`config.mk`:
```
export PLATFORM = sky130hd
export DESIGN_NAME = paillier_job_sched_flat
export DESIGN_NICKNAME = d
export VERILOG_FILES = /design/src/rtl/paillier_job_sched_if.sv /design/src/rtl/paillier_job_sched.sv /design/src/flat_wrapper.sv
export SDC_FILE = /design/constraint.sdc
export NUM_CORES = 1
export LEC_CHECK = 0
export CORE_MARGIN = 2
export CORE_UTILIZATION = 35
export DETAILED_ROUTE_END_ITERATION = 8
export SLEW_MARGIN = 15
export SYNTH_ARGS = -nofsm -noshare
export SYNTH_HDL_FRONTEND = slang
export SYNTH_SLANG_ARGS = --single-unit
```
`constraint.sdc`:
```
create_clock -name clk -period 4 [get_ports clk]
set_clock_uncertainty 0.2 [all_clocks]
set_input_delay 0.6 -clock clk [delete_from_list [all_inputs] [get_ports clk]]
set_output_delay 0.6 -clock clk [all_outputs]
set_load 0.05 [all_outputs]
```
`src/rtl/paillier_job_sched_if.sv`:
```
// rtl/paillier_job_sched_if.sv - host-side job request / status response bundle for paillier_job_sched
interface paillier_job_sched_if #(
  parameter int TAG_W = 4
) ();
  logic             job_valid;
  logic             job_ready;
  logic [TAG_W-1:0] job_tag;
  logic             job_skip_pre;
  logic             res_valid;
  logic             res_ready;
  logic [TAG_W-1:0] res_tag;
  logic [1:0]       res_err;

  modport master (
    output job_valid, job_tag, job_skip_pre, res_ready,
    input  job_ready, res_valid, res_tag, res_err
  );

  modport slave (
    input  job_valid, job_tag, job_skip_pre, res_ready,
    output job_ready, res_valid, res_tag, res_err
  );
endinterface

```
`src/rtl/paillier_job_sched.sv`:
```
// rtl/paillier_job_sched.sv - job sequencer for the Paillier modexp engine (pre/me/mm start levels, watchdog, status)
// Optional perf counters under PAILLIER_SCHED_PERF_EN.
module paillier_job_sched #(
  parameter int EN_HOLD   = 2,
  parameter int TIMEOUT_W = 20,
  parameter int TAG_W     = 4
) (
  input  logic                clk,
  input  logic                rst_n,
  paillier_job_sched_if.slave bus,
  output logic                eng_en_pre,
  output logic                eng_en_me,
  output logic                eng_en_mm,
  output logic [TAG_W-1:0]    eng_num,
  input  logic                eng_done,
  input  logic [TAG_W-1:0]    eng_num_out,
  output logic                busy,
  output logic                stray_done
`ifdef PAILLIER_SCHED_PERF_EN
  ,
  output logic [31:0]         perf_jobs,
  output logic [47:0]         perf_cycles
`endif
);

  localparam int HOLD_W = (EN_HOLD > 1) ? $clog2(EN_HOLD) : 1;
  localparam logic [HOLD_W-1:0]    HOLD_LAST = HOLD_W'(EN_HOLD - 1);
  // Timeout fires on the edge the watchdog would reach all-ones.
  localparam logic [TIMEOUT_W-1:0] WD_LAST   = {{(TIMEOUT_W-1){1'b1}}, 1'b0};

  typedef enum logic [2:0] {
    IDLE, PRE_ISS, PRE_WAIT, ME_ISS, ME_WAIT, MM_ISS, MM_WAIT, RESP
  } state_t;

  state_t               r_state;
  logic                 r_done_q;
  logic [TIMEOUT_W-1:0] r_wd;
  logic [HOLD_W-1:0]    r_hold;
  logic                 r_done_seen;
  logic [TAG_W-1:0]     r_tag;
  logic [1:0]           r_err;
  logic                 r_en_pre;
  logic                 r_en_me;
  logic                 r_en_mm;
  logic                 r_job_ready;
  logic                 r_res_valid;
  logic                 r_stray;

  logic   w_done_evt;
  logic   w_in_iss;
  logic   w_in_wait;
  logic   w_in_mm;
  logic   w_hold_last;
  logic   w_timeout;
  logic   w_advance;
  logic   w_to_wait;
  state_t w_next;
  state_t w_wait;

  assign w_done_evt  = eng_done ^ r_done_q;
  assign w_in_iss    = (r_state == PRE_ISS) || (r_state == ME_ISS) || (r_state == MM_ISS);
  assign w_in_wait   = (r_state == PRE_WAIT) || (r_state == ME_WAIT) || (r_state == MM_WAIT);
  assign w_in_mm     = (r_state == MM_ISS) || (r_state == MM_WAIT);
  assign w_hold_last = (r_hold == HOLD_LAST);

  // A done seen during issue is remembered; the pulse still runs its full length.
  assign w_timeout = (w_in_iss || w_in_wait) && !w_done_evt && !r_done_seen && (r_wd == WD_LAST);
  assign w_advance = (w_in_iss && w_hold_last && (r_done_seen || w_done_evt))
                   || (w_in_wait && w_done_evt);
  assign w_to_wait = w_in_iss && w_hold_last && !r_done_seen && !w_done_evt;

  always_comb begin
    w_next = RESP;
    w_wait = MM_WAIT;
    case (r_state)
      PRE_ISS, PRE_WAIT: begin w_next = ME_ISS; w_wait = PRE_WAIT; end
      ME_ISS, ME_WAIT:   begin w_next = MM_ISS; w_wait = ME_WAIT;  end
      default:           begin w_next = RESP;   w_wait = MM_WAIT;  end
    endcase
  end

  always_ff @(posedge clk or negedge rst_n) begin
    if (!rst_n) begin
      r_state     <= IDLE;
      r_done_q    <= 1'b0;
      r_wd        <= '0;
      r_hold      <= '0;
      r_done_seen <= 1'b0;
      r_tag       <= '0;
      r_err       <= 2'b00;
      r_en_pre    <= 1'b0;
      r_en_me     <= 1'b0;
      r_en_mm     <= 1'b0;
      r_job_ready <= 1'b1;
      r_res_valid <= 1'b0;
      r_stray     <= 1'b0;
    end else begin
      r_done_q <= eng_done;
      if (w_done_evt && ((r_state == IDLE) || (r_state == RESP))) r_stray <= 1'b1;
      if (w_in_iss) r_hold <= r_hold + 1'b1;
      if (w_in_iss || w_in_wait) r_wd <= r_wd + 1'b1;
      if (w_in_iss && w_done_evt) r_done_seen <= 1'b1;
      if (w_in_mm && w_done_evt) r_err[1] <= (eng_num_out != r_tag);

      case (r_state)
        IDLE: begin
          if (bus.job_valid) begin
            r_tag       <= bus.job_tag;
            r_job_ready <= 1'b0;
            r_wd        <= '0;
            r_hold      <= '0;
            r_done_seen <= 1'b0;
            if (bus.job_skip_pre) begin
              r_state <= ME_ISS;
              r_en_me <= 1'b1;
            end else begin
              r_state  <= PRE_ISS;
              r_en_pre <= 1'b1;
            end
          end
        end
        RESP: begin
          if (bus.res_ready) begin
            r_res_valid <= 1'b0;
            r_err       <= 2'b00;
            r_job_ready <= 1'b1;
            r_state     <= IDLE;
          end
        end
        default: begin
          if (w_timeout) begin
            r_err[0]    <= 1'b1;
            r_en_pre    <= 1'b0;
            r_en_me     <= 1'b0;
            r_en_mm     <= 1'b0;
            r_res_valid <= 1'b1;
            r_state     <= RESP;
          end else if (w_advance) begin
            r_state     <= w_next;
            r_wd        <= '0;
            r_hold      <= '0;
            r_done_seen <= 1'b0;
            r_en_pre    <= 1'b0;
            r_en_me     <= (w_next == ME_ISS);
            r_en_mm     <= (w_next == MM_ISS);
            r_res_valid <= (w_next == RESP);
          end else if (w_to_wait) begin
            r_en_pre <= 1'b0;
            r_en_me  <= 1'b0;
            r_en_mm  <= 1'b0;
            r_state  <= w_wait;
          end
        end
      endcase
    end
  end

  assign bus.job_ready = r_job_ready;
  assign bus.res_valid = r_res_valid;
  assign bus.res_tag   = r_tag;
  assign bus.res_err   = r_err;
  assign eng_en_pre    = r_en_pre;
  assign eng_en_me     = r_en_me;
  assign eng_en_mm     = r_en_mm;
  assign eng_num       = r_tag;
  assign busy          = (r_state != IDLE);
  assign stray_done    = r_stray;

`ifdef PAILLIER_SCHED_PERF_EN
  logic [31:0] r_perf_jobs;
  logic [47:0] r_perf_cycles;

  always_ff @(posedge clk or negedge rst_n) begin
    if (!rst_n) begin
      r_perf_jobs   <= '0;
      r_perf_cycles <= '0;
    end else begin
      if ((r_state == RESP) && bus.res_ready) r_perf_jobs <= r_perf_jobs + 32'd1;
      if (busy) r_perf_cycles <= r_perf_cycles + 48'd1;
    end
  end

  assign perf_jobs   = r_perf_jobs;
  assign perf_cycles = r_perf_cycles;
`endif

endmodule

```
`src/flat_wrapper.sv`:
```
// flat-port wrapper written by rule: the top's interface ports become plain ports
module paillier_job_sched_flat 
#(
  parameter int EN_HOLD   = 2,
  parameter int TIMEOUT_W = 20,
  parameter int TAG_W     = 4
)
  (clk, rst_n, eng_en_pre, eng_en_me, eng_en_mm, eng_num, eng_done, eng_num_out, busy, stray_done, bus_job_valid, bus_job_tag, bus_job_skip_pre, bus_res_ready, bus_job_ready, bus_res_valid, bus_res_tag, bus_res_err);
  paillier_job_sched_if #(.TAG_W(TAG_W)) bus_i ();
  input  logic clk;
  input  logic rst_n;
  output logic eng_en_pre;
  output logic eng_en_me;
  output logic eng_en_mm;
  output logic [TAG_W-1:0] eng_num;
  input  logic eng_done;
  input  logic [TAG_W-1:0] eng_num_out;
  output logic busy;
  output logic stray_done;
  input wire logic [$bits(bus_i.job_valid)-1:0] bus_job_valid;
  input wire logic [$bits(bus_i.job_tag)-1:0] bus_job_tag;
  input wire logic [$bits(bus_i.job_skip_pre)-1:0] bus_job_skip_pre;
  input wire logic [$bits(bus_i.res_ready)-1:0] bus_res_ready;
  output wire logic [$bits(bus_i.job_ready)-1:0] bus_job_ready;
  output wire logic [$bits(bus_i.res_valid)-1:0] bus_res_valid;
  output wire logic [$bits(bus_i.res_tag)-1:0] bus_res_tag;
  output wire logic [$bits(bus_i.res_err)-1:0] bus_res_err;
  assign bus_i.job_valid = bus_job_valid;
  assign bus_i.job_tag = bus_job_tag;
  assign bus_i.job_skip_pre = bus_job_skip_pre;
  assign bus_i.res_ready = bus_res_ready;
  assign bus_job_ready = bus_i.job_ready;
  assign bus_res_valid = bus_i.res_valid;
  assign bus_res_tag = bus_i.res_tag;
  assign bus_res_err = bus_i.res_err;
  paillier_job_sched #(.EN_HOLD(EN_HOLD), .TIMEOUT_W(TIMEOUT_W), .TAG_W(TAG_W)) u_core (.clk(clk), .rst_n(rst_n), .bus(bus_i), .eng_en_pre(eng_en_pre), .eng_en_me(eng_en_me), .eng_en_mm(eng_en_mm), .eng_num(eng_num), .eng_done(eng_done), .eng_num_out(eng_num_out), .busy(busy), .stray_done(stray_done));
endmodule
```
# Word level (Yosys, flattened, before mapping)
# Cells that the tools add are included.
# W data, S select, Z words.
# word_totals
reg_bits,38
out_inout_bits,17
word_cells,126
# op_classes
addsub,2
eq_ne,16
muxes,49
bitwise,4
reduce_logical,41
# ops
operator,count
$mux W20,4
$pmux W20 S2,1
$mux W1,27
$add A20 B1 Y20 const B,1
$eq A20 B20 Y1 const B,1
$eq A3 B3 Y1 const B,6
$pmux W3 S2,3
$mux W3,5
$pmux W1 S2,7
$reduce_and A3 Y1,4
$logic_and A1 B1 Y1,11
$eq A3 B2 Y1 const B,3
$logic_or A1 B1 Y1,9
$reduce_bool A3 Y1,3
$ne A2 B2 Y1 const B,4
$reduce_and A4 Y1,2
$reduce_or A2 Y1,3
$reduce_bool A5 Y1,1
$mux W2,2
$ne A4 B4 Y1,1
$reduce_and A2 Y1,2
$reduce_bool A2 Y1,2
$reduce_bool A4 Y1,1
$eq A3 B1 Y1 const B,1
other kinds (5),8

# Depth between registers and ports, before layout
# Gate-level depths: netlist of run 1.
# logic_depth
ltp_word,10
mapped_depth,9

# Worst setup path after synthesis of run 1
# No wires, ideal clock.
# synth_timing
path_kind,reg2reg
startpoint,register u_core.r_state[2]
endpoint,register u_core.r_state[1]
arrival_time_ps,2392
required_ps,3672
setup_slack_ps,1280
stages_incl_launch_ff,10
path_buffers,4
synth_period_minus_slack_ps,2720
cell_sequence,dfrtp_1 > buf_6 > and3_4 > buf_6 > or4b_1 > buf_2 > or3_1 > buf_6 > a31oi_4 > mux2_1
# synth_via
elab_chain_cells,9
word_cells_on_any_way,34
classes_between,eq/ne (9); mux (6); reduce/logical (19)
# synth_lines
element,line_no,source
from (decl),paillier_job_sched.sv:35,state_t r_state;
from (signal assigned),paillier_job_sched.sv:139,r_state <= w_next;
from (signal assigned),paillier_job_sched.sv:151,r_state <= w_wait;
"parallel branches: the longest is 9 deep, another holds $eq A3 B3 Y1",n/a,
# Several ways; the timed one is not identified. The select of a mux whose other input is x is not followed.
# A chain may end at the register's enable or synchronous reset.

# Worst setup path in the final report of run 1
# layout_timing
startpoint,register u_core.r_state[1]
endpoint,output busy
# layout_via
elab_chain_cells,1
# layout_lines
element,line_no,source
$reduce_bool A3 Y1,paillier_job_sched.sv:166,assign busy = (r_state != IDLE);
to (decl),flat_wrapper.sv:18,output logic busy;
# No other way between the ends.

==> results.cfg, run 1 <==
[outcome]
status = complete, no violations

[global_routing]
grt_overflow = 0
grt_pass1_vias = 1745
track_usage_pct = 14.8
grt.met3_usage_pct = 4.06
use_met1_pct = 21.0
grt_first_pass_wirelength_microns = 8580
antenna_found_initial = 0
gr-usage-met2_pct = 22.7
busiest_layer = met2
grt_start_max_net_pins = 39

[critical_path]
cp_cell_sequence = nor3_1 > inv_1 > clkdlybuf4s50_1
r2r_end = u_core.r_wd[4]
worstSetupPathType = register to output port
rr_worst_depth = 7
critPathSlowestCell = clkdlybuf4s50_1
worstSetupStartpoint = u_core.r_state[1]
cp.arrival_ns = 2.53
required_ns = 3.20
worstPathMaxFanout = 10
rr_startpoint = u_core.r_state[1]
worstSetupEndpoint = busy
cp-end-kind = output port
cpPeakStageDelay_ns = 0.77
startpoint_type = register
rrSetupSlack_ns = 1.02

[routing]
wirelength_microns = 5020
via_per_inst = 5.52
drc_errors = 0
drtAntennaViolNets = 0
drt_pass1_iterations = 4
drtIter0Drc = 101
num_vias = 1892
post_drt_wl_per_cell_microns = 14.6

[logic_synthesis]
synthArstFlopShare_pct = 100
synth_ff_type = dfrtp_1
ys_seq_area_share_pct = 43.0
yosysMostFrequentCell = dfrtp_1
syn-num-nets = 260
synth_top_area_share_pct = 41.8
syn_inst = 241
yosysWarnings = 0
ys_seq_elements = 38
syn_area_sq_um = 2210
synth_commonest_cells = dfrtp_1, a21oi_1, nand2_1
post_synth_num_cell_types = 47
ys_top_cells_by_area = dfrtp_1, a21oi_1, o21ai_0
synth-edff-count = 0
syn_area_per_cell_sq_um = 9.19
synth_top_area_cell = dfrtp_1

[timing]
max_slew_margin_pct = 42.5
worst_pin_slew_ns = 0.863
fin_crit_sh_pct = 83.2
rsz0062_at_grt = false
setup_slack_ns = 0.672
fmax_mhz = 300
period_minus_slack_ns = 3.33
finalHoldViolCount = 0
timing.setup.tns_ns = 0
setup_viol = 0
slew_violations = 0

[final_layout]
drive_above_1_share_pct = 8.58
area_growth_pct = 18.4
fin_nets = 286
fillers = 588
antenna_cells = 0
utilization_pct = 43.5

[clock_network]
cts_buffers = 5
htreeDepth = 2
clock-root-buffer = clkbuf_8
cts_resized = 0
postCtsHoldBufs = 0
cts_tree = done
cts.sinks = 38
worstSkewPairLatency_ns = 0.29
postCtsSetupBuffers = 0
clockBufferDepth = 2
clk_pin_slew_ns = 0.08

[floorplan]
die_x_microns = 83.5
ioPinCount = 31
die_area_sq_um = 6980
num_rows = 28
initial_core_util_pct = 36.8
core_area_sq_um = 6030
fp.dieH_microns = 83.5

[hold_path]
hp-class = primary input to asynchronous set/reset pin

[power]
p_leak_nw = 1.05
powerDensity_nw_per_um2 = 746
total_power_mw = 1.96
ir_drop_mv = 0.435

[place]
io_buffers = 30
place_ws_ns = 0.851
gp_congestion = 0.894
dpl.hpwl_microns = 3650

[job]
max-cap-violations = 0
critical path: cells and delay by family, from the launching register on:
family                 cells  cell delay, ns
AND/OR/NAND/NOR            1            0.72
flip-flops                 1            0.51
buffers and inverters      2            1.01
layer usage:
layer / vias to the layer above / wire (microns)
met4: 0 / 42
met5: - / 0
li1: 919 / -
met3: 6 / 304
met1: 911 / 2360
met2: 56 / 2310
cells by family (layout without fill, tap and decap cells):
group	Yosys count	count (layout)	share of synthesized area (%)
compound gates	68	68	20.1
mux	9	9	4.35
buf+inv	28	55	6.89
simple gates	83	83	18.9
xor+xnor	10	10	3.96
fa+ha+maj	5	5	2.82
flops	38	38	43.0
through the flow:
stage,area (sq um),instances,hold slack [ns]
6_report,2620,343,0.213
5_1_grt,2620,343,0.289
4_1_cts,2620,343,0.247
3_5_place_dp,2530,335,0.246
3_3_place_gp,2530,335,0.256
2_1_floorplan,2210,241,0.104
worst min path at each step:
| stage | from | endpoint | slack (ns) | cells past startpoint |
|---|---|---|---|---|
| floorplan | rst_n | u_core.bus.res_err[0] | 0.10 | 0 |
| global placement | u_core.stray_done | u_core.stray_done | 0.26 | 1 |
| detailed placement | u_core.stray_done | u_core.stray_done | 0.25 | 1 |
| CTS | rst_n | u_core.r_state[0] | 0.25 | 1 |
| global route | rst_n | u_core.r_state[0] | 0.29 | 1 |
| finish | rst_n | u_core.r_state[0] | 0.21 | 1 |
sequential cells by signal (all words and copies together) (netlist names), 2 cells and up:
register	count
u_core.bus.res_tag	4
u_core.bus.res_err	2
u_core.r_state	3
u_core.r_wd	20
power breakdown:
group	switching, mW	internal [mW]
Sequential	0.104	0.478
Combinational	0.686	0.410
Clock	0.139	0.139
Total	0.929	1.03
cell type report:
cell class	instances	area, sq um	share of cell area, %
clock buffer	6	82.6	3.15
clock inverter	2	12.5	0.477
inverter	14	52.6	2.00
multi-input combinational	175	1110	42.3
sequential	38	952	36.3
tap	75	93.8	3.58
timing repair buffer	33	318	12.1
placed cells by master, fill, tap and decap left out, types with 5 or more instances in the layout:
master,Yosys,layout
dfrtp_1,37,37
clkdlybuf4s50_1,0,29
nand2_1,21,21
a21oi_1,21,21
o21ai_0,16,16
nor2_1,15,15
inv_1,14,14
nand3_1,11,11
nor3_1,9,9
xnor2_1,7,7
a22o_1,6,6
clkbuf_8,0,6
or3_1,5,5
nor4_1,5,5
ha_1,5,5
Note: power is estimated with default switching activity, not from simulation.
==> run 2: changes to the inputs <==
==> constraint.sdc (replaced) <==
create_clock -name clk -period 3.4 [get_ports clk]
set_clock_uncertainty 0.2 [all_clocks]
set_input_delay 0.51 -clock clk [delete_from_list [all_inputs] [get_ports clk]]
set_output_delay 0.51 -clock clk [all_outputs]
set_load 0.05 [all_outputs]
==> results.cfg, run 2 (same netlist as run 1, synthesis figures left out) <==
[outcome]
status = complete, no violations

[routing]
drc_errors = 0
drtIter0Drc = 125
post_drt_wl_per_cell_microns = 14.8
via_per_inst = 5.48
num_vias = 1906
drtAntennaViolNets = 0
drt_pass1_iterations = 4
wirelength_microns = 5140

[clock_network]
postCtsHoldBufs = 0
clockBufferDepth = 2
postCtsSetupBuffers = 0
cts_resized = 0
clock-root-buffer = clkbuf_8
worstSkewPairLatency_ns = 0.29
clk_pin_slew_ns = 0.08
cts.sinks = 38
cts_buffers = 5
htreeDepth = 2
cts_tree = done

[critical_path]
worstPathMaxFanout = 10
cp_cell_sequence = nor3_1 > inv_1 > clkdlybuf4s50_1
worstSetupPathType = register to output port
path_delay_family = buffers and inverters
rr_startpoint = u_core.r_state[2]
worstSetupStartpoint = u_core.r_state[1]
critPathSlowestCell = clkdlybuf4s50_1
cpPeakStageDelay_ns = 0.76
startpoint_type = register
required_ns = 2.69
cp.arrival_ns = 2.44
cp-end-kind = output port
path_buf_inv = 2

[power]
total_power_mw = 2.34
ir_drop_mv = 0.497
p_leak_nw = 1.08
powerDensity_nw_per_um2 = 879

[place]
place_ws_ns = 0.567
dpl.hpwl_microns = 3680
io_buffers = 30
dpl-instance-area_sq_um = 2560
gp_congestion = 0.860

[global_routing]
grt_pass1_vias = 1874
use_met1_pct = 21.9
grt_start_max_net_pins = 39
antenna_found_initial = 0
busiest_layer = met2
track_usage_pct = 15.8
grt_overflow = 0
gr-usage-met2_pct = 24.6
grt.met3_usage_pct = 4.06
grt_first_pass_wirelength_microns = 9030

[final_layout]
final_cell_mix = dfrtp_1, clkdlybuf4s50_1, nand2_1, a21oi_1, o21ai_0
fin_nets = 291
antenna_cells = 0
fillers = 603
area_growth_pct = 19.9
largest_register_ffs = 20
drive_above_1_share_pct = 9.89
regMostFlops = u_core.r_wd
fin_area_sq_um = 2660
layout_commonest_cell = dfrtp_1

[timing]
finalHoldViolCount = 0
fin_crit_sh_pct = 92.6
rsz0062_at_grt = false
fmax_mhz = 317
max_slew_margin_pct = 42.5
worst_pin_slew_ns = 0.862
setup_slack_ns = 0.250
hold_slack_ns = 0.115
period_minus_slack_ns = 3.15
setup_viol = 0
slew_violations = 0
timing.setup.tns_ns = 0

[floorplan]
num_rows = 28
core_area_sq_um = 6030
ioPinCount = 31
fp.dieH_microns = 83.5
initial_core_util_pct = 36.8
die_area_sq_um = 6980
die_x_microns = 83.5

[job]
max-cap-violations = 0

[hold_path]
hp-class = primary input to asynchronous set/reset pin
-- run 2: changes by cell type in the layout (fill, tap and decap cells not counted) --
cell        change
clkinvlp_4      -1
buf_4           +5
clkbuf_1        +1
-- run 2: metrics by stage --
stage / util [%] / cells
2_1_floorplan: - / 241
3_5_place_dp: 42.5 / 340
4_1_cts: 44.1 / 348
3_3_place_gp: 42.5 / 340
5_1_grt: 44.1 / 348
6_report: 44.1 / 348
-- run 2: power breakdown --
part	leakage [nW]	switching [mW]	internal (mW)
Combinational	0.538	0.826	0.507
Sequential	0.492	0.115	0.562
Clock	0.0482	0.161	0.164
Total	1.08	1.10	1.23
-- run 2: path summary, 6_finish.rpt --
check,slack [ns],to,depth (start not counted)
worst max register to register,0.61,u_core.r_state[1],5
max in group asynchronous,2.33,u_core.r_wd[6],1
worst min-delay path,0.11,u_core.r_state[2],1
worst max-delay path,0.25,busy,3
worst min register to register,0.26,u_core.stray_done,1
min in group clk,0.26,u_core.stray_done,1
-- run 2: per-layer routing --
layer	wire, microns	up-vias
met5	0	-
met4	15	0
met3	317	2
met2	2320	58
met1	2480	911
li1	-	935
-- run 2: area by class of cell --
cell class              instances  area, sq um  area share, %
flip-flops and latches         38          952           35.9
clock buffers                   7         86.3           3.25
well taps                      75         93.8           3.53
clock inverters                 1         5.00          0.189
inverters                      14         52.6           1.98
repair buffers                 38          355           13.4
multi-input cells             175         1110           41.8
